[config.mk]
export PLATFORM = sky130hd
export DESIGN_NAME = turing_machine_core
export DESIGN_NICKNAME = d
export VERILOG_FILES = /design/src/rtl/tm_pkg.sv /design/src/rtl/tm_tape.sv /design/src/rtl/turing_machine_core.sv
export SDC_FILE = /design/constraint.sdc
export NUM_CORES = 1
export LEC_CHECK = 0
export ABC_AREA = 1
export CORE_MARGIN = 2
export CORE_UTILIZATION = 40
export CTS_BUF_LIST = sky130_fd_sc_hd__clkbuf_2
export DETAILED_ROUTE_END_ITERATION = 6
export GPL_ROUTABILITY_DRIVEN = 0
export PLACE_DENSITY = 0.63
export SYNTH_ARGS = -nofsm -noshare
export SYNTH_HDL_FRONTEND = slang
export SYNTH_SLANG_ARGS = --single-unit
[constraint.sdc]
create_clock -name clock -period 4.52 [get_ports clock]
set_input_delay 0.904 -clock clock [delete_from_list [all_inputs] [get_ports clock]]
set_output_delay 0.904 -clock clock [all_outputs]
set_load 0.02 [all_outputs]
[src/rtl/tm_pkg.sv]
// Shared types and constants for the binary-alphabet Turing machine demo.
// Latency: n/a (types only).
// Backpressure: n/a.
package tm_pkg;

  localparam int TM_DATA_W   = 6;
  localparam int TM_TAPE_LEN = 64;
  localparam int TM_WIN_HALF = 5;
  localparam int TM_WIN_W    = 2 * TM_WIN_HALF + 1;

  // Control FSM; encodings are visible on currState and must not move.
  typedef enum logic [3:0] {
    LOAD_S    = 4'd0,
    LOAD_W    = 4'd1,
    LOAD_D    = 4'd2,
    LOAD_N    = 4'd3,
    LOAD_ADDR = 4'd4,
    LOAD_TAPE = 4'd5,
    RUN       = 4'd6,
    READ      = 4'd7,
    EXEC      = 4'd8,
    HALT      = 4'd9
  } tm_state_e;

  // Head move; code 3 is unnamed and behaves like DIR_STAY.
  typedef enum logic [1:0] {
    DIR_LEFT  = 2'd0,
    DIR_RIGHT = 2'd1,
    DIR_STAY  = 2'd2
  } tm_dir_e;

  typedef struct packed {
    logic                 wr_bit;
    tm_dir_e              dir;
    logic [TM_DATA_W-1:0] nxt;
  } tm_entry_t;

endpackage

[src/rtl/tm_tape.sv]
// Tape storage: LEN x 1-bit cells, one write port, head read port, wrapped window.
// Latency: write visible the cycle after wr_en; rd_bit and window are combinational.
// Backpressure: none, a write is accepted every cycle wr_en is high.
// Ports: clock, reset (async active-low, clears tape), wr_en/wr_addr/wr_bit,
//        head (read/window centre), rd_bit (cell under head), window (bit i = cell head-HALF+i).
module tm_tape
  import tm_pkg::*;
#(
  parameter int ADDR_W = TM_DATA_W,
  parameter int LEN    = TM_TAPE_LEN
) (
  input  logic                clock,
  input  logic                reset,
  input  logic                wr_en,
  input  logic [ADDR_W-1:0]   wr_addr,
  input  logic                wr_bit,
  input  logic [ADDR_W-1:0]   head,
  output logic                rd_bit,
  output logic [TM_WIN_W-1:0] window
);

  logic [LEN-1:0] cells;

  always_ff @(posedge clock or negedge reset) begin
    if (!reset) begin
      cells <= '0;
    end else if (wr_en) begin
      cells[wr_addr] <= wr_bit;
    end
  end

  assign rd_bit = cells[head];

  // Address arithmetic is ADDR_W bits wide, so the window wraps modulo LEN.
  always_comb begin
    window = '0;
    for (int i = 0; i < TM_WIN_W; i++) begin
      window[i] = cells[ADDR_W'(head + ADDR_W'(i) - ADDR_W'(TM_WIN_HALF))];
    end
  end

endmodule

[src/rtl/turing_machine_core.sv]
// Button-driven single-tape binary Turing machine: program load, tape load, step on Next.
// Latency: load commits 2 cycles after a button rises; a step shows on outputs 4 cycles after Next rises.
// Backpressure: none; button events arriving in states that do not use them are dropped.
// Ports: clock, reset (async active-low), input_data, Next/Done (level buttons),
//        display_out (11-cell window, bit 5 = head), Compute_done, currState,
//        tape_reg_out, data_reg_out, direction_out, next_state_out, tape_addr_out.
// Build option: define TM_AUTORUN_EN to also self-step every 4 cycles while running.
module turing_machine_core
  import tm_pkg::*;
#(
  parameter int DATA_W   = TM_DATA_W,
  parameter int TAPE_LEN = TM_TAPE_LEN
) (
  input  logic              clock,
  input  logic              reset,
  input  logic [DATA_W-1:0] input_data,
  input  logic              Next,
  input  logic              Done,
  output logic [10:0]       display_out,
  output logic              Compute_done,
  output logic [3:0]        currState,
  output logic              tape_reg_out,
  output logic              data_reg_out,
  output logic [1:0]        direction_out,
  output logic [DATA_W-1:0] next_state_out,
  output logic [DATA_W-1:0] tape_addr_out
);

  localparam int TBL_N = 2 ** DATA_W;

  // ---------------- button edge detection ----------------
  logic armed_q;
  logic next_q, next_prev_q, done_q, done_prev_q;
  logic next_ev, done_ev, step_go;

  // On the first cycle after reset the "previous" stage is loaded from the
  // raw button, so a button already held through reset never looks like a rise.
  always_ff @(posedge clock or negedge reset) begin
    if (!reset) begin
      armed_q     <= 1'b0;
      next_q      <= 1'b0;
      next_prev_q <= 1'b0;
      done_q      <= 1'b0;
      done_prev_q <= 1'b0;
    end else begin
      armed_q     <= 1'b1;
      next_q      <= Next;
      done_q      <= Done;
      next_prev_q <= armed_q ? next_q : Next;
      done_prev_q <= armed_q ? done_q : Done;
    end
  end

  assign next_ev = next_q & ~next_prev_q;
  assign done_ev = done_q & ~done_prev_q;

  // ---------------- state ----------------
  tm_state_e         state_q, state_d;
  logic [DATA_W-1:0] s_q;
  logic [DATA_W-1:0] k_q;
  logic [DATA_W-1:0] head_q;
  logic [DATA_W-1:0] ptr_q;
  logic [DATA_W-1:0] mstate_q;
  logic              tape_reg_q;
  logic              data_reg_q;
  tm_dir_e           dir_q;
  tm_entry_t         tbl_q [TBL_N];
  logic [TBL_N-1:0]  tbl_vld_q;

  logic              tape_rd;
  logic [10:0]       tape_win;
  logic              tape_we;
  logic [DATA_W-1:0] tape_waddr;
  logic              tape_wbit;

`ifdef TM_AUTORUN_EN
  // Free-runs through RUN/READ/EXEC so auto-steps start every 4 cycles.
  logic [1:0] auto_cnt_q;
  always_ff @(posedge clock or negedge reset) begin
    if (!reset) begin
      auto_cnt_q <= '0;
    end else if (state_q == RUN || state_q == READ || state_q == EXEC) begin
      auto_cnt_q <= auto_cnt_q + 2'd1;
    end else begin
      auto_cnt_q <= '0;
    end
  end
  assign step_go = next_ev | (auto_cnt_q == 2'd3);
`else
  assign step_go = next_ev;
`endif

  // ---------------- table lookup ----------------
  logic [DATA_W-1:0] tbl_idx;
  tm_entry_t         entry;
  logic [DATA_W-1:0] head_moved;

  assign tbl_idx = {mstate_q[DATA_W-2:0], tape_reg_q};

  always_comb begin
    entry = '{wr_bit: 1'b0, dir: DIR_STAY, nxt: s_q};
    if (tbl_vld_q[tbl_idx]) begin
      entry = tbl_q[tbl_idx];
    end
  end

  always_comb begin
    head_moved = head_q;
    if (entry.dir == DIR_LEFT) begin
      head_moved = head_q - 1'b1;
    end else if (entry.dir == DIR_RIGHT) begin
      head_moved = head_q + 1'b1;
    end
  end

  // ---------------- control FSM ----------------
  always_ff @(posedge clock or negedge reset) begin
    if (!reset) begin
      state_q <= LOAD_S;
    end else begin
      state_q <= state_d;
    end
  end

  always_comb begin
    state_d = state_q;
    case (state_q)
      LOAD_S:    if (done_ev) state_d = LOAD_ADDR; else if (next_ev) state_d = LOAD_W;
      LOAD_W:    if (done_ev) state_d = LOAD_ADDR; else if (next_ev) state_d = LOAD_D;
      LOAD_D:    if (done_ev) state_d = LOAD_ADDR; else if (next_ev) state_d = LOAD_N;
      LOAD_N:    if (done_ev) state_d = LOAD_ADDR; else if (next_ev) state_d = LOAD_W;
      LOAD_ADDR: if (done_ev) state_d = RUN;       else if (next_ev) state_d = LOAD_TAPE;
      LOAD_TAPE: if (done_ev) state_d = RUN;
      RUN:       if (mstate_q == s_q) state_d = HALT; else if (step_go) state_d = READ;
      READ:      state_d = EXEC;
      EXEC:      state_d = RUN;
      HALT:      state_d = HALT;
      default:   state_d = LOAD_S;
    endcase
  end

  // ---------------- datapath ----------------
  always_ff @(posedge clock or negedge reset) begin
    if (!reset) begin
      s_q        <= '0;
      k_q        <= '0;
      head_q     <= '0;
      ptr_q      <= '0;
      mstate_q   <= '0;
      tape_reg_q <= 1'b0;
      data_reg_q <= 1'b0;
      dir_q      <= DIR_LEFT;
      tbl_vld_q  <= '0;
      for (int i = 0; i < TBL_N; i++) begin
        tbl_q[i] <= '0;
      end
    end else begin
      case (state_q)
        LOAD_S: if (!done_ev && next_ev) begin
          s_q <= input_data;
          k_q <= '0;
        end
        LOAD_W: if (!done_ev && next_ev) begin
          tbl_q[k_q].wr_bit <= input_data[0];
        end
        LOAD_D: if (!done_ev && next_ev) begin
          tbl_q[k_q].dir <= tm_dir_e'(input_data[1:0]);
        end
        // An entry only becomes live once its next-state field is in.
        LOAD_N: if (!done_ev && next_ev) begin
          tbl_q[k_q].nxt   <= input_data;
          tbl_vld_q[k_q]   <= 1'b1;
          k_q              <= k_q + 1'b1;
        end
        LOAD_ADDR: begin
          if (done_ev) begin
            head_q   <= '0;
            mstate_q <= '0;
          end else if (next_ev) begin
            head_q <= input_data;
            ptr_q  <= input_data;
          end
        end
        LOAD_TAPE: begin
          if (done_ev) begin
            mstate_q <= '0;
          end else if (next_ev) begin
            ptr_q <= ptr_q + 1'b1;
          end
        end
        READ: tape_reg_q <= tape_rd;
        EXEC: begin
          data_reg_q <= entry.wr_bit;
          dir_q      <= entry.dir;
          mstate_q   <= entry.nxt;
          head_q     <= head_moved;
        end
        default: ;
      endcase
    end
  end

  // ---------------- tape ----------------
  assign tape_we    = (state_q == EXEC) || (state_q == LOAD_TAPE && next_ev && !done_ev);
  assign tape_waddr = (state_q == EXEC) ? head_q : ptr_q;
  assign tape_wbit  = (state_q == EXEC) ? entry.wr_bit : input_data[0];

  tm_tape #(
    .ADDR_W(DATA_W),
    .LEN   (TAPE_LEN)
  ) u_tape (
    .clock  (clock),
    .reset  (reset),
    .wr_en  (tape_we),
    .wr_addr(tape_waddr),
    .wr_bit (tape_wbit),
    .head   (head_q),
    .rd_bit (tape_rd),
    .window (tape_win)
  );

  // ---------------- outputs ----------------
  assign display_out    = tape_win;
  assign Compute_done   = (state_q == HALT);
  assign currState      = state_q;
  assign tape_reg_out   = tape_reg_q;
  assign data_reg_out   = data_reg_q;
  assign direction_out  = dir_q;
  assign next_state_out = mstate_q;
  assign tape_addr_out  = head_q;

endmodule

==> impl_metrics.py <==
metrics = {
    "run_status": {
        "status": "finished, violations left",
        "violations": "negative setup slack",
    },
    "yosys": {
        "netlist_top_cells_count": "1,405 x sky130_fd_sc_hd__nand2_1, 747 x sky130_fd_sc_hd__dfrtp_1, 740 x sky130_fd_sc_hd__o21ai_0",
        "synthArstFlopShare_pct": 100,
        "postSynthRegisterBits": 747,
        "yosysTopAreaCell": "sky130_fd_sc_hd__dfrtp_1",
        "postSynthAreaPerCell_um2": 7.66,
        "syn-instance-count": 5213,
        "yosysTopAreaCellShare_pct": 46.8,
        "number_of_enable_flip_flop_cells_after_synthesis": 0,
        "ys_seq_area_share_pct": 46.8,
        "mappedNetlistArea_um2": 39900,
        "synthMostInstantiatedCell": "sky130_fd_sc_hd__nand2_1",
        "synth_cell_type_count": 50,
        "ys_dominant_reg_cell": "sky130_fd_sc_hd__dfrtp_1",
        "synthTopCellsByArea": "sky130_fd_sc_hd__dfrtp_1 47%, sky130_fd_sc_hd__nand2_1 13%, sky130_fd_sc_hd__o21ai_0 9.3%, sky130_fd_sc_hd__mux2i_1 7.3%, sky130_fd_sc_hd__inv_1 5.8%",
        "yosysWarningCount": 0,
        "postSynthNetCount": 5237,
    },
    "pwr": {
        "powerDensity_nw_per_um2": 635,
        "power_share_of_the_clock_group_pct": 17.7,
        "seq_power_share_pct": 27.1,
        "power_internal_mw": 14.5,
        "p_leak_nw": 23.9,
        "ir_worst_vdd_uv": 459,
        "sw_share_pct": 48.8,
        "power_frac_comb_pct": 55.2,
        "total_power_mw": 28.3,
        "p_switching_mw": 13.8,
    },
    "grt": {
        "initial_antenna_violation_count": 2,
        "first_global_vias": 34512,
        "grt_first_pass_wirelength_um": 195000,
        "maximum_number_of_pins_on_one_net_before_global_route_repair": 107,
        "grt-ovfl-total": 0,
        "track_usage_pct": 24.0,
    },
    "finish": {
        "final_util_pct": 45.2,
        "filler_cell_count": 9927,
        "area_growth_syn_to_layout_pct": 11.7,
        "layout-drive-gt1-share_pct": 11.2,
        "final_net_count": 5336,
    },
    "critical_path": {
        "critPathLaunchType": "flip-flop",
        "crit_family": "buffers and inverters",
        "required_ps": 3620,
        "cp_slowest_stage_delay_ps": 450,
        "cp_slowest_cell": "sky130_fd_sc_hd__dfrtp_2",
        "crit_path_max_fanout": 7,
        "crit_path_end_kind": "output pin",
        "worst-endpoint-arrival_ps": 3840,
        "setup.worst_path.class": "reg -> out",
        "cp.buffers_inverters": 6,
        "cp_cell_sequence": "buf_4 -> inv_8 -> ha_4 -> xnor2_2 -> buf_4 -> clkinvlp_4 -> buf_6 -> nand2_1 -> o21ai_0 -> nand2_1 -> o21ai_2 -> o21ai_1 -> o22ai_1 -> mux2_4 -> buf_6",
    },
    "sta": {
        "finalCriticalPeriod_ps": 4740,
        "final_hold_viol_count": 0,
        "fin_setup_tns_ps": -645,
        "layout_worst_path_cycle_share_pct": 105,
        "max_freq_ghz": 0.211,
        "setup_skew_ps": 124,
        "rsz0062_at_grt": "true",
        "slew_violations": 0,
        "worst_pin_slew_ps": 1140,
        "final_setup_violating_endpoints": 8,
        "setup_ws_ps": -221,
        "relSlewSlack_pct": 23.6,
    },
    "drt": {
        "drcViolationCount": 0,
        "vias_per_cell": 5.33,
        "antenna_violating_nets_post_route": 0,
        "num_vias": 35961,
        "drt-wirelength-per-cell_um": 18.3,
        "drt-initial-drc-count": 3394,
        "drt_pass1_iterations": 6,
        "routed_wl_um": 124000,
    },
    "clock_network": {
        "clockRootBuffer": "sky130_fd_sc_hd__clkbuf_2",
        "tritoncts": "done",
        "tritoncts.num_buffers": 197,
        "clk-insertion-delay-late_ps": 1490,
        "cts_htree_levels": 4,
        "clkSinkCount": 747,
        "clock_slew_seen_by_the_registers_of_the_worst_setup_and_hold_paths_ps": 110,
        "clockBufferDepth": 3,
    },
    "placement": {
        "detailedPlacementHpwl_um": 77800,
        "io_buffer_count": 41,
        "placement.setup.worst_slack_ps": 435,
    },
    "worst_hold_path": {
        "hold_class": "in -> reg",
    },
    "floorplan": {
        "core_region_area_um2": 98700,
        "rows": 115,
        "die_ar_um2": 102000,
        "die_y_um": 320,
        "io_pins": 42,
        "initial_utilization_pct": 40.5,
        "chipWidth_um": 320,
    },
    "flow_run": {
        "maxCapViolCount": 0,
    },
}
## cell usage in the layout, fill, tap and decap left out, drive strengths merged, types with 37 or more instances in the layout
| cell type | instances |
|---|---|
| nand3 | 275 |
| nand2 | 1414 |
| o21ai | 771 |
| buf | 152 |
| a21oi | 118 |
| inv | 630 |
| clkbuf | 302 |
| nor3 | 63 |
| clkinv | 37 |
| mux2i | 293 |
| o22ai | 83 |
| nor2 | 393 |
| dfrtp | 747 |
## through the flow
stage	cells	instance area, um^2	hold slack, ps
final	6743	44600	151
after global routing	6742	44600	55.8
after CTS	6723	44300	1.56
after detailed placement	6344	41600	449
after global placement	6344	41600	446
after floorplan	5213	39900	434
## tightest hold or removal path, stage by stage
cell	delay, ps
sky130_fd_sc_hd__buf_2	370
sky130_fd_sc_hd__mux2i_1	250
sky130_fd_sc_hd__inv_1	50
## cell type report
type / count / area (um^2) / share of cell area, %
Inverter: 637 / 2420 / 5.44
Sequential cell: 747 / 18700 / 41.9
Timing Repair Buffer: 193 / 2120 / 4.75
Clock inverter: 38 / 333 / 0.746
Clock buffer: 298 / 1490 / 3.34
Tap cell: 1287 / 1610 / 3.61
Multi-Input combinational cell: 3536 / 17900 / 40.1
Antenna cell: 7 / 17.5 / 0.0393
## flip-flops by register name (all words and copies together) (netlist names), 2 cells and up
name / cells
currState: 4
direction_out: 2
k_q: 6
next_state_out: 6
ptr_q: 6
s_q: 6
tape_addr_out: 6
tbl_q: 576
tbl_vld_q: 64
u_tape.cells: 64
## what timing repair did
action | 4_1_cts | 5_1_grt
buffers inserted | 26 | 8
resized for setup | 202 | 63
hold buffers | 9 | 0
gates cloned | 8 | 5
endpoints found under the setup margin | 12 | 11
hold endpoints to repair | 190 | 0
pin swaps | 17 | 12
## worst paths after layout
check                                    endpoint  slack (ps)              start  depth (start not counted)
min in group asynchronous        tape_addr_out[5]         620              reset                          3
worst max-delay path               display_out[1]        -220   tape_addr_out[1]                         15
worst max register to register   u_tape.cells[51]         800  next_state_out[0]                         15
worst min register to register      tbl_vld_q[57]         470      tbl_vld_q[57]                          2
max in group asynchronous       next_state_out[1]        2280              reset                          4
worst min-delay path                   tbl_q[542]         150      input_data[2]                          3
## power groups by stage
stage / logic (mW) / clock network [mW] / registers, mW
floorplan: 8.95 / 0 / 7.63
global placement: 13.4 / 0 / 7.77
detailed placement: 13.5 / 0 / 7.78
CTS: 14.7 / 5.15 / 7.65
global route: 17.0 / 5.49 / 7.71
finish: 15.6 / 5.01 / 7.66
## layer usage
metal  track usage (%)  share of wire (%)
met1              32.8                 44
met4              9.92                3.7
met5                 0                  0
met2              37.6                 45
met3              3.98                6.7
## kinds of logic after synthesis
| family | count (synthesis) | share of synthesized area [%] |
|---|---|---|
| AO/OA/AOI/OAI | 1021 | 13.4 |
| XOR/XNOR | 29 | 0.673 |
| adder cells (fa/ha/maj) | 14 | 0.439 |
| buffers and inverters | 931 | 9.51 |
| flip-flops | 747 | 46.8 |
| multiplexers | 295 | 7.40 |
| other | 1 | 0.00939 |
| AND/OR/NAND/NOR | 2175 | 21.8 |
Note: power is estimated with default switching activity, not from simulation.
